**config.mk**
```make
export PLATFORM = sky130hd
export DESIGN_NAME = branch_resolve_unit
export DESIGN_NICKNAME = d
export VERILOG_FILES = /design/src/rtl/drac_pkg.sv /design/src/rtl/branch_resolve_unit_ras_stack.sv /design/src/rtl/branch_resolve_unit.sv
export SDC_FILE = /design/constraint.sdc
export NUM_CORES = 1
export LEC_CHECK = 0
export BUFFER_PORTS_ARGS = -buffer_cell sky130_fd_sc_hd__buf_4
export CORE_ASPECT_RATIO = 0.8
export CORE_MARGIN = 4
export CORE_UTILIZATION = 50
export DETAILED_ROUTE_END_ITERATION = 10
export PLACE_DENSITY = 0.74
export SYNTH_ARGS = -nofsm -noshare
export SYNTH_HDL_FRONTEND = slang
export SYNTH_SLANG_ARGS = --single-unit
```
**constraint.sdc**
```tcl
create_clock -name clk_i -period 4.9 [get_ports clk_i]
set_clock_uncertainty 0.2 [all_clocks]
set_input_delay 0.735 -clock clk_i [delete_from_list [all_inputs] [get_ports clk_i]]
set_output_delay 0.735 -clock clk_i [all_outputs]
set_load 0.02 [all_outputs]
```
**src/rtl/drac_pkg.sv**
```systemverilog
// Shared types and constants for the execute-stage branch resolution unit.
//   instr_type_t      : control-transfer kinds; any unlisted encoding is a non-branch
//   branch_decision_t : resolved direction
//   LINK_REG_X1/X5    : registers treated as return-address links for RAS hints
package drac_pkg;

    typedef enum logic [3:0] {
        BEQ  = 4'd0,
        BNE  = 4'd1,
        BLT  = 4'd2,
        BGE  = 4'd3,
        BLTU = 4'd4,
        BGEU = 4'd5,
        JAL  = 4'd6,
        JALR = 4'd7
    } instr_type_t;

    typedef enum logic {
        NOT_TAKEN = 1'b0,
        TAKEN     = 1'b1
    } branch_decision_t;

    localparam logic [4:0] LINK_REG_X1 = 5'd1;
    localparam logic [4:0] LINK_REG_X5 = 5'd5;

    // True when the register index is one of the return-address link registers.
    function automatic logic is_link_reg(input logic [4:0] idx);
        return (idx == LINK_REG_X1) || (idx == LINK_REG_X5);
    endfunction

endpackage

```
**src/rtl/branch_resolve_unit_ras_stack.sv**
```systemverilog
// Return-address stack: circular buffer with a top pointer and a saturating
// occupancy count. A push on a full stack overwrites the oldest entry.
//   clk_i, rstn_i : clock, asynchronous active-low reset
//   push, pop     : update strobes (already qualified by the caller)
//   push_data     : return address to push
//   top           : current top entry, 0 when empty
//   empty         : no valid entries
module ras_stack
    import drac_pkg::*;
#(
    parameter int RAS_DEPTH = 8,
    parameter int PC_W      = 40
) (
    input  logic            clk_i,
    input  logic            rstn_i,
    input  logic            push,
    input  logic            pop,
    input  logic [PC_W-1:0] push_data,
    output logic [PC_W-1:0] top,
    output logic            empty
);

    localparam int PTR_W = $clog2(RAS_DEPTH);
    localparam int CNT_W = PTR_W + 1;
    localparam logic [CNT_W-1:0] FULL_CNT = CNT_W'(RAS_DEPTH);

    logic [PC_W-1:0]  entries_r [RAS_DEPTH];
    logic [PTR_W-1:0] ptr_r;
    logic [CNT_W-1:0] count_r;
    logic [PTR_W-1:0] ptr_inc_s;
    logic [PTR_W-1:0] ptr_dec_s;

    // Depth is a power of two, so pointer arithmetic wraps naturally.
    assign ptr_inc_s = ptr_r + PTR_W'(1'b1);
    assign ptr_dec_s = ptr_r - PTR_W'(1'b1);
    assign empty     = (count_r == {CNT_W{1'b0}});

    // Top-of-stack read, forced to zero when nothing is held.
    always_comb begin
        top = {PC_W{1'b0}};
        if (empty) begin
            top = {PC_W{1'b0}};
        end else begin
            top = entries_r[ptr_r];
        end
    end

    // Pointer, count and entry storage update.
    always_ff @(posedge clk_i or negedge rstn_i) begin
        if (!rstn_i) begin
            ptr_r   <= {PTR_W{1'b0}};
            count_r <= {CNT_W{1'b0}};
            for (int i = 0; i < RAS_DEPTH; i++) begin
                entries_r[i] <= {PC_W{1'b0}};
            end
        end else if (push && pop && !empty) begin
            // Call-through-return: swap the top entry in place.
            entries_r[ptr_r] <= push_data;
        end else if (push) begin
            ptr_r              <= ptr_inc_s;
            entries_r[ptr_inc_s] <= push_data;
            if (count_r != FULL_CNT) begin
                count_r <= count_r + CNT_W'(1'b1);
            end
        end else if (pop && !empty) begin
            ptr_r   <= ptr_dec_s;
            count_r <= count_r - CNT_W'(1'b1);
        end
    end

endmodule

```
**src/rtl/branch_resolve_unit.sv**
```systemverilog
// Execute-stage branch resolution: evaluates conditional branches, JAL and
// JALR, checks the front-end prediction and registers the redirect result
// into a single valid/ready output slot. Also drives the RAS and two
// saturating performance counters.
//   clk_i, rstn_i        : clock, asynchronous active-low reset
//   valid_i / ready_o    : request handshake
//   instr_type_i, pc_i, data_rs1_i, data_rs2_i, imm_i, rs1_i, rd_i : request
//   pred_taken_i, pred_target_i : front-end prediction
//   flush_i              : kill output slot, drop same-cycle request
//   valid_o / ready_i    : result handshake
//   taken_o, mispredict_o, result_o, link_pc_o : registered result
//   ras_top_o, ras_empty_o                     : RAS state
//   branch_cnt_o, mispred_cnt_o                : performance counters
module branch_resolve_unit
    import drac_pkg::*;
#(
    parameter int XLEN      = 64,
    parameter int PC_W      = 40,
    parameter int RAS_DEPTH = 8,
    parameter int CNT_W     = 32
) (
    input  logic             clk_i,
    input  logic             rstn_i,
    input  logic             valid_i,
    output logic             ready_o,
    input  instr_type_t      instr_type_i,
    input  logic [PC_W-1:0]  pc_i,
    input  logic [XLEN-1:0]  data_rs1_i,
    input  logic [XLEN-1:0]  data_rs2_i,
    input  logic [XLEN-1:0]  imm_i,
    input  logic [4:0]       rs1_i,
    input  logic [4:0]       rd_i,
    input  logic             pred_taken_i,
    input  logic [PC_W-1:0]  pred_target_i,
    input  logic             flush_i,
    output logic             valid_o,
    input  logic             ready_i,
    output branch_decision_t taken_o,
    output logic             mispredict_o,
    output logic [PC_W-1:0]  result_o,
    output logic [PC_W-1:0]  link_pc_o,
    output logic [PC_W-1:0]  ras_top_o,
    output logic             ras_empty_o,
    output logic [CNT_W-1:0] branch_cnt_o,
    output logic [CNT_W-1:0] mispred_cnt_o
);

    logic             equal_s, less_s, less_u_s;
    logic             is_ctrl_s;
    branch_decision_t taken_s;
    logic [XLEN-1:0]  br_sum_s, jalr_sum_s;
    logic [PC_W-1:0]  target_s, link_s, result_s;
    logic             mispredict_s, accept_s, ras_push_s, ras_pop_s;
    logic             unused_sum_bits_s;

    logic             valid_r, mispredict_r;
    branch_decision_t taken_r;
    logic [PC_W-1:0]  result_r, link_r;
    logic [CNT_W-1:0] branch_cnt_r, mispred_cnt_r;

    assign equal_s  = (data_rs1_i == data_rs2_i);
    assign less_s   = ($signed(data_rs1_i) < $signed(data_rs2_i));
    assign less_u_s = (data_rs1_i < data_rs2_i);

    // Targets are formed at XLEN and truncated; upper sum bits are discarded.
    assign br_sum_s          = XLEN'(pc_i) + imm_i;
    assign jalr_sum_s        = data_rs1_i + imm_i;
    assign unused_sum_bits_s = ^{br_sum_s, jalr_sum_s};
    assign link_s            = pc_i + PC_W'(3'd4);

    // Direction decode; unknown encodings are treated as non-branches.
    always_comb begin
        taken_s   = NOT_TAKEN;
        is_ctrl_s = 1'b1;
        case (instr_type_i)
            BEQ:       taken_s = equal_s  ? TAKEN : NOT_TAKEN;
            BNE:       taken_s = equal_s  ? NOT_TAKEN : TAKEN;
            BLT:       taken_s = less_s   ? TAKEN : NOT_TAKEN;
            BGE:       taken_s = less_s   ? NOT_TAKEN : TAKEN;
            BLTU:      taken_s = less_u_s ? TAKEN : NOT_TAKEN;
            BGEU:      taken_s = less_u_s ? NOT_TAKEN : TAKEN;
            JAL, JALR: taken_s = TAKEN;
            default: begin
                taken_s   = NOT_TAKEN;
                is_ctrl_s = 1'b0;
            end
        endcase
    end

    // Target, next-PC and misprediction evaluation.
    always_comb begin
        target_s = br_sum_s[PC_W-1:0];
        if (instr_type_i == JALR) begin
            target_s = {jalr_sum_s[PC_W-1:1], 1'b0};
        end else begin
            target_s = br_sum_s[PC_W-1:0];
        end
        result_s     = (taken_s == TAKEN) ? target_s : link_s;
        mispredict_s = is_ctrl_s &
                       (((taken_s == TAKEN) != pred_taken_i) |
                        ((taken_s == TAKEN) & (target_s != pred_target_i)));
    end

    assign ready_o    = ~valid_r | ready_i;
    assign accept_s   = valid_i & ready_o & ~flush_i;
    assign ras_push_s = accept_s & ((instr_type_i == JAL) | (instr_type_i == JALR)) &
                        is_link_reg(rd_i);
    assign ras_pop_s  = accept_s & (instr_type_i == JALR) & is_link_reg(rs1_i) &
                        (rs1_i != rd_i);

    // Output slot: flush kills it, acceptance refills it, a drain empties it.
    always_ff @(posedge clk_i or negedge rstn_i) begin
        if (!rstn_i) begin
            valid_r      <= 1'b0;
            taken_r      <= NOT_TAKEN;
            mispredict_r <= 1'b0;
            result_r     <= {PC_W{1'b0}};
            link_r       <= {PC_W{1'b0}};
        end else if (flush_i) begin
            valid_r <= 1'b0;
        end else if (accept_s) begin
            valid_r      <= 1'b1;
            taken_r      <= taken_s;
            mispredict_r <= mispredict_s;
            result_r     <= result_s;
            link_r       <= link_s;
        end else if (ready_i) begin
            valid_r <= 1'b0;
        end
    end

    // Saturating performance counters; flush does not clear them.
    always_ff @(posedge clk_i or negedge rstn_i) begin
        if (!rstn_i) begin
            branch_cnt_r  <= {CNT_W{1'b0}};
            mispred_cnt_r <= {CNT_W{1'b0}};
        end else begin
            if (accept_s && is_ctrl_s && (branch_cnt_r != {CNT_W{1'b1}})) begin
                branch_cnt_r <= branch_cnt_r + CNT_W'(1'b1);
            end
            if (accept_s && mispredict_s && (mispred_cnt_r != {CNT_W{1'b1}})) begin
                mispred_cnt_r <= mispred_cnt_r + CNT_W'(1'b1);
            end
        end
    end

    ras_stack #(
        .RAS_DEPTH (RAS_DEPTH),
        .PC_W      (PC_W)
    ) u_ras (
        .clk_i     (clk_i),
        .rstn_i    (rstn_i),
        .push      (ras_push_s),
        .pop       (ras_pop_s),
        .push_data (link_s),
        .top       (ras_top_o),
        .empty     (ras_empty_o)
    );

    assign valid_o       = valid_r;
    assign taken_o       = taken_r;
    assign mispredict_o  = mispredict_r;
    assign result_o      = result_r;
    assign link_pc_o     = link_r;
    assign branch_cnt_o  = branch_cnt_r;
    assign mispred_cnt_o = mispred_cnt_r;

endmodule

```
[Word-level counts from Yosys, hierarchy flattened]
Index checks and enable logic that the tools add are counted.
Word-level totals
  flip-flop bits (word level): 474
  output and inout port bits: 189
  word-level logic and storage cells: 120
Operators by class
  $add $sub $neg: 9
  order comparisons: 6
  equality and inequality tests: 19
  multiplexer cells: 30
  bitwise gates (word level): 17
  reductions and logical operators: 22
Operator list (number)
  320-bit bitwise mux: 2
  320-bit 2-to-1 mux: 2
  40-bit 2-to-1 mux: 7
  40-bit demux with 3-bit select: 2
  64-bit < comparator: 2
  40-bit binary-select mux with 3-bit select: 1
  40-bit adder: 2
  32-bit by 1-bit adder with 32-bit output (second input constant): 2
  64-bit equality test: 1
  32-bit inequality test (second input constant): 2
  40-bit by 3-bit adder with 40-bit output (second input constant): 1
  40-bit inequality test: 1
  4-bit by 3-bit equality test with 1-bit output (second input constant): 4
  4-bit 2-to-1 mux: 3
  5-bit by 1-bit equality test with 1-bit output (second input constant): 2
  5-bit by 3-bit equality test with 1-bit output (second input constant): 2
  1-bit 2-to-1 mux: 10
  1-bit AND: 9
  1-bit logical AND: 9
  4-bit by 2-bit equality test with 1-bit output (second input constant): 2
  4-bit greater-or-equal comparator (second input constant): 2
  4-bit zero test: 2
  4-bit by 1-bit < comparator with 1-bit output (second input constant): 2
  3-bit inverter with 4-bit output: 2
  other kinds (21): 29

[Longest topological paths before layout]
  depth after elaboration: 11
  mapped depth: 17
  gate-level depth less buffers: 16

[Modules after synthesis]
A second synthesis with hierarchy kept.
Second synthesis, totals
  cell total of the unflattened synthesis: 2976
  area, all modules: 30262.8 um2
Modules (own cells, without submodules)
  ras_stack: times used 1, cells each 1099, area an instance 15357.2 um2, seq. area each 8182.8 um2
  branch_resolve_unit: times used 1, cells each 1877, area an instance 14905.5 um2, seq. area each 3678.5 um2

[Worst setup path after synthesis]
Ideal clock, no wire load.
  kind: in2reg
  start point: in pc_i[1]
  end point: reg mispred_cnt_r[1], in the netlist mispred_cnt_o[1]
  library setup time: 0.125 ns
  arrival time: 4.532 ns
  required time: 4.575 ns
  setup slack: 0.043 ns
  stages on the path: 15
  path through: clkinv_1 fa_1 nor2b_1 o2111ai_1 a2111o_1 a311oi_1 a211oi_2 a211oi_1 xor2_1 or4_4 a2111oi_4 nand4_2 nand2_1 buf_2 mux2_2
On the way
  word-level cells in the longest chain between the ends: 8
RTL lines
  start: declaration: RTL line branch_resolve_unit.sv:27  | input logic [PC_W-1:0] pc_i,
  40-bit adder: RTL line branch_resolve_unit.sv:66  | assign br_sum_s = XLEN'(pc_i) + imm_i;
  40-bit 2-to-1 mux: RTL line branch_resolve_unit.sv:93  | if (instr_type_i == JALR) begin
  40-bit inequality test: RTL line branch_resolve_unit.sv:101  | ((taken_s == TAKEN) & (target_s != pred_target_i)));
  1-bit AND: RTL line branch_resolve_unit.sv:101
  1-bit bitwise OR: RTL line branch_resolve_unit.sv:100  | (((taken_s == TAKEN) != pred_taken_i) |
  1-bit AND: RTL line branch_resolve_unit.sv:99  | mispredict_s = is_ctrl_s &
  1-bit logical AND (2 in series): RTL line branch_resolve_unit.sv:141  | if (accept_s && mispredict_s && (mispred_cnt_r != {CNT_W{1'b1}})) begin
  end signal: assignment: RTL line branch_resolve_unit.sv:136  | mispred_cnt_r <= {CNT_W{1'b0}};
  end signal: assignment: RTL line branch_resolve_unit.sv:142  | mispred_cnt_r <= mispred_cnt_r + CNT_W'(1'b1);
  end: declaration: RTL line branch_resolve_unit.sv:59  | logic [CNT_W-1:0] branch_cnt_r, mispred_cnt_r;
Every way passes these cells.
A chain may end at the register's enable or synchronous reset.

[Worst setup path after layout]
  start point: in pc_i[0]
  end point: reg mispred_cnt_r[1], in the netlist mispred_cnt_o[1]
The elaborated chain is that of the path after synthesis.

==> results.md <==
- The flow ran to the end, and the final reports show no timing, DRC or antenna violations.
- The kind of path behind the tightest hold check is in -> reg.
- Sequential cells were found to cover slightly below 40% of the synthesized design area.
- The residual antenna-violating net count after detailed routing is 0.
- The design draws 11,200 uW.
- The number of cells traversed by the worst hold path is 2.
- The HPWL after detailed placement is about 80,000 um.
- The pre-antenna-repair detailed-routing pass consisted of 6 iterations.
- For the worst-skew pair, the clock arrives at the later sink with an insertion delay of a little under 0.6 ns.
- The count of flip-flops with a built-in enable after synthesis is 0.
- Data on the critical path arrives at its endpoint at 5.08 ns.
- The launch point of the worst reg-to-reg path is valid_o.
- The timing-limited maximum frequency is around 210 MHz.
- The worst-margin pin slew is around 1.1 ns.
- After synthesis, the netlist uses between 90 and 100 different library cells.
- The launching element type of the critical path is an input port.
- Setup repair after global routing left no endpoint under its margin.
- The final standard cell count with taps included and fillers excluded is between 4,000 and 5,000.
- Buffers placed on the I/O ports in this run total approximately 460.
- The initialized floorplan defines 79 standard-cell rows.
- The highest net fanout along the worst path is 6.
- The data required time of the worst path is around 5.2 ns.
- Of the cells placed in the final design, the portion with a size suffix greater than 1 is a little under a quarter.
- The endpoint of the worst-slack reg-to-reg timing path is u_ras.count_r[3].
- At the end of routability-driven placement, the weighted congestion stood at slightly above 1.
- The core footprint is slightly below 0.06 sq mm.
- The worst-case IR drop observed on VDD is 0.241 mV.
- The synthesized instance count is ~3,500.
- Among all flip-flop cells after synthesis, the most frequent one is sky130_fd_sc_hd__dfrtp_1.
- The number of cells on the worst reg-to-reg path is 15.
- In this run the deepest clock path goes through 3 buffers.
- The kind of capture point of the worst setup path is a flop.
- The initial antenna violation count is 6.
- After the first detailed-routing iteration, the DRC count stood at 2,853.
- The number of H-tree branching levels is 2.
- After synthesis the cells add up to approximately 0.030 sq mm.
- After detailed placement, the design holds a cell count of around 4,800.
- The TritonCTS clock tree is built.
- Entering global routing, the biggest net connects about 120 pins.
- The DRC violation count after routing is 0.
- For this design the static power due to leakage is 0.0177 uW.
- The routed layout has approximately 30,000 vias.
- Max-cap violations in this run came to 0.
- The clock net in this run drives a total of 474 sinks.
- After synthesis, the share of flip-flops with an asynchronous set or reset is 100%.
- Power spread over the standard cell area amounts to roughly 300 mW/mm^2.
- The first global-routing pass estimated 163,000 um of wire.
- The startpoint of the worst setup timing path is pc_i[0].
- Setup violations remaining at the end of the flow were counted as 0.
- The setup slack of the most critical reg-to-reg path is between 1 and 1.5 ns.
- The total congestion overflow after global routing is 0.
- The number of register bits inferred by synthesis is 474.
- Dividing the detail-routed via count by the number of cells gives ~6.
- The worst-case headroom to the max-slew limit is between 20% and 30%.
- In this run, CTS created clock tree buffers numbering 47.
- After detailed routing, the average wire length per cell comes to ~22 um.
- The final period demand of the worst path is 4.82 ns.
- In this run the count of I/O pins placed on the die edge is 481.
- For this run, the total global-route usage over all layers was measured as 32.7%.
- The final count of pins violating max slew is 0.
- After synthesis, the mean cell area works out to 8.58 sq um.
- The synthesized net count is 3,926.
- The sink of the worst hold path is valid_o.
- The vertical die dimension is approximately 230 um.
- The critical path class is in -> reg.
- The count of final hold-check violations came to 0.
- The area enclosed by the die boundary is around 0.064 sq mm.
- The clock transition at the registers of the reported paths is 0.06 ns.
- The die width is between 200 and 300 um.
- The area growth from synthesis to layout is 27.0%.
- After the last flow step, the layout net total stands at ~4,600.
- The final critical path takes up between 90% and 100% of the cycle.
- The final layout contains routed wiring with a total length of approximately 110,000 um.
- The via count of the first global-routing pass was between 20,000 and 30,000.
- The initial core utilization is about half.
- The worst hold path begins at flush_i.
- The clock root buffer is sky130_fd_sc_hd__clkbuf_16.
- During synthesis, Yosys emitted a total of 0 warnings.
## cell usage after synthesis (63+ instances only)
master / n / area, sq um
sky130_fd_sc_hd__nand4_1: 63 / 394
sky130_fd_sc_hd__o21ai_0: 408 / 2040
sky130_fd_sc_hd__a22oi_1: 161 / 1210
sky130_fd_sc_hd__dfrtp_1: 474 / 11900
sky130_fd_sc_hd__nand2_1: 513 / 1930
sky130_fd_sc_hd__ha_1: 148 / 1850
sky130_fd_sc_hd__inv_1: 99 / 372
sky130_fd_sc_hd__xor2_1: 79 / 692
sky130_fd_sc_hd__a21oi_1: 232 / 1160
sky130_fd_sc_hd__xnor2_1: 85 / 744
sky130_fd_sc_hd__clkbuf_1: 172 / 646
sky130_fd_sc_hd__nor3_1: 77 / 385
sky130_fd_sc_hd__nor2_1: 229 / 860
sky130_fd_sc_hd__nand3_1: 85 / 425
## sequential cells by signal, indices dropped and copies added (netlist names)
name / flops
branch_cnt_o: 32
valid_o: 1
mispredict_o: 1
taken_o: 1
result_o: 40
u_ras.entries_r: 320
mispred_cnt_o: 32
u_ras.count_r: 4
u_ras.ptr_r: 3
link_pc_o: 40
## critical path, cell delays in order
cell,delay (ns)
sky130_fd_sc_hd__buf_4,0.09
sky130_fd_sc_hd__ha_1,0.17
sky130_fd_sc_hd__inv_1,0.06
sky130_fd_sc_hd__fa_1,0.41
sky130_fd_sc_hd__nor2b_2,0.17
sky130_fd_sc_hd__o2111ai_2,0.19
sky130_fd_sc_hd__a2111o_1,0.52
sky130_fd_sc_hd__buf_4,0.18
sky130_fd_sc_hd__and4_1,0.15
sky130_fd_sc_hd__a211oi_2,0.32
sky130_fd_sc_hd__a211oi_1,0.11
sky130_fd_sc_hd__xor2_1,0.18
sky130_fd_sc_hd__or4_4,0.57
sky130_fd_sc_hd__a2111oi_4,0.35
sky130_fd_sc_hd__nand4_2,0.22
sky130_fd_sc_hd__nand2_1,0.16
sky130_fd_sc_hd__buf_4,0.16
sky130_fd_sc_hd__mux2_2,0.33
## per-layer routing
layer	track usage [%]	up-vias	part of all wire (%)
met1	46.1	14221	43
met2	52.4	1230	46
met5	0	-	0.030
met3	6.20	168	9.0
met4	8.52	4	2.6
li1	-	13928	-
## cells in the final DEF, fill, tap and decap left out, drive strengths merged, types with 34 or more instances in the layout
cell | synthesis | routed
nand2 | 514 | 514
ha | 148 | 148
a22oi | 161 | 161
nor2 | 230 | 230
clkbuf | 173 | 66
xor2 | 79 | 79
nand3 | 85 | 85
nand4 | 64 | 64
nor3 | 77 | 77
mux2 | 34 | 34
a21oi | 235 | 235
a41oi | 42 | 42
buf | 42 | 796
inv | 99 | 100
and3 | 46 | 46
xnor2 | 85 | 85
dfrtp | 474 | 474
o21ai | 415 | 415
a21o | 37 | 37
## power breakdown
part	switching (uW)	internal, uW	leakage [uW]
Clock	1580	2350	0.000819
Sequential	155	4100	0.00646
Combinational	1770	1270	0.0105
Total	3500	7730	0.0177
## worst max path at each step
stage | endpoint | slack (ns)
floorplan | mispred_cnt_o[1] | 0.04
global placement | mispred_cnt_o[1] | -0.47
detailed placement | mispred_cnt_o[27] | -0.50
CTS | mispred_cnt_o[16] | 0.09
global route | mispred_cnt_o[1] | 0.001
finish | mispred_cnt_o[1] | 0.08
## final cells by class
class | instances | area (sq um)
Inverter | 101 | 379
Clock inverter | 19 | 285
Tap cell | 769 | 962
Sequential cell | 474 | 11900
Fill cell | 4941 | 20700
Multi-Input combinational cell | 2693 | 16900
Antenna cell | 3 | 7.51
Clock buffer | 66 | 1390
Timing Repair Buffer | 797 | 6200
## kinds of logic (layout without fill, tap and decap cells)
logic type / Yosys count / in the layout / share of synthesized area (%)
AOI/OAI and AO/OA: 1116 / 1116 / 23.5
xor gates and xnor gates: 171 / 171 / 5.34
adders and majority gates: 151 / 151 / 6.40
buffers and inverters: 316 / 983 / 4.20
DFF: 474 / 474 / 39.7
muxes: 59 / 59 / 2.12
other: 0 / 3 / 0
and+or+nand+nor: 1196 / 1196 / 18.8
## metrics by stage
stage                     worst slack [ns]  util (%)  TNS [ns]  hold slack (ns)  instance area (sq um)
after detailed placement            -0.504      61.8    -14.30            0.257                  36200
after global routing               0.00128      64.7         0            0.133                  37900
final                               0.0786      64.7         0            0.133                  37900
after global placement              -0.467      61.8    -13.07            0.257                  36200
after CTS                           0.0923      64.7         0            0.112                  37900
after floorplan                     0.0432         -         0            0.239                  29900
## what timing repair did
item | in CTS | in global routing
resized for setup | 0 | 5
hold buffers | 1 | 0
hold endpoints to repair | 73 | 0
endpoints found under the setup margin | 0 | 31
buffers inserted | 0 | 0
(Power assumes the default switching activity.)
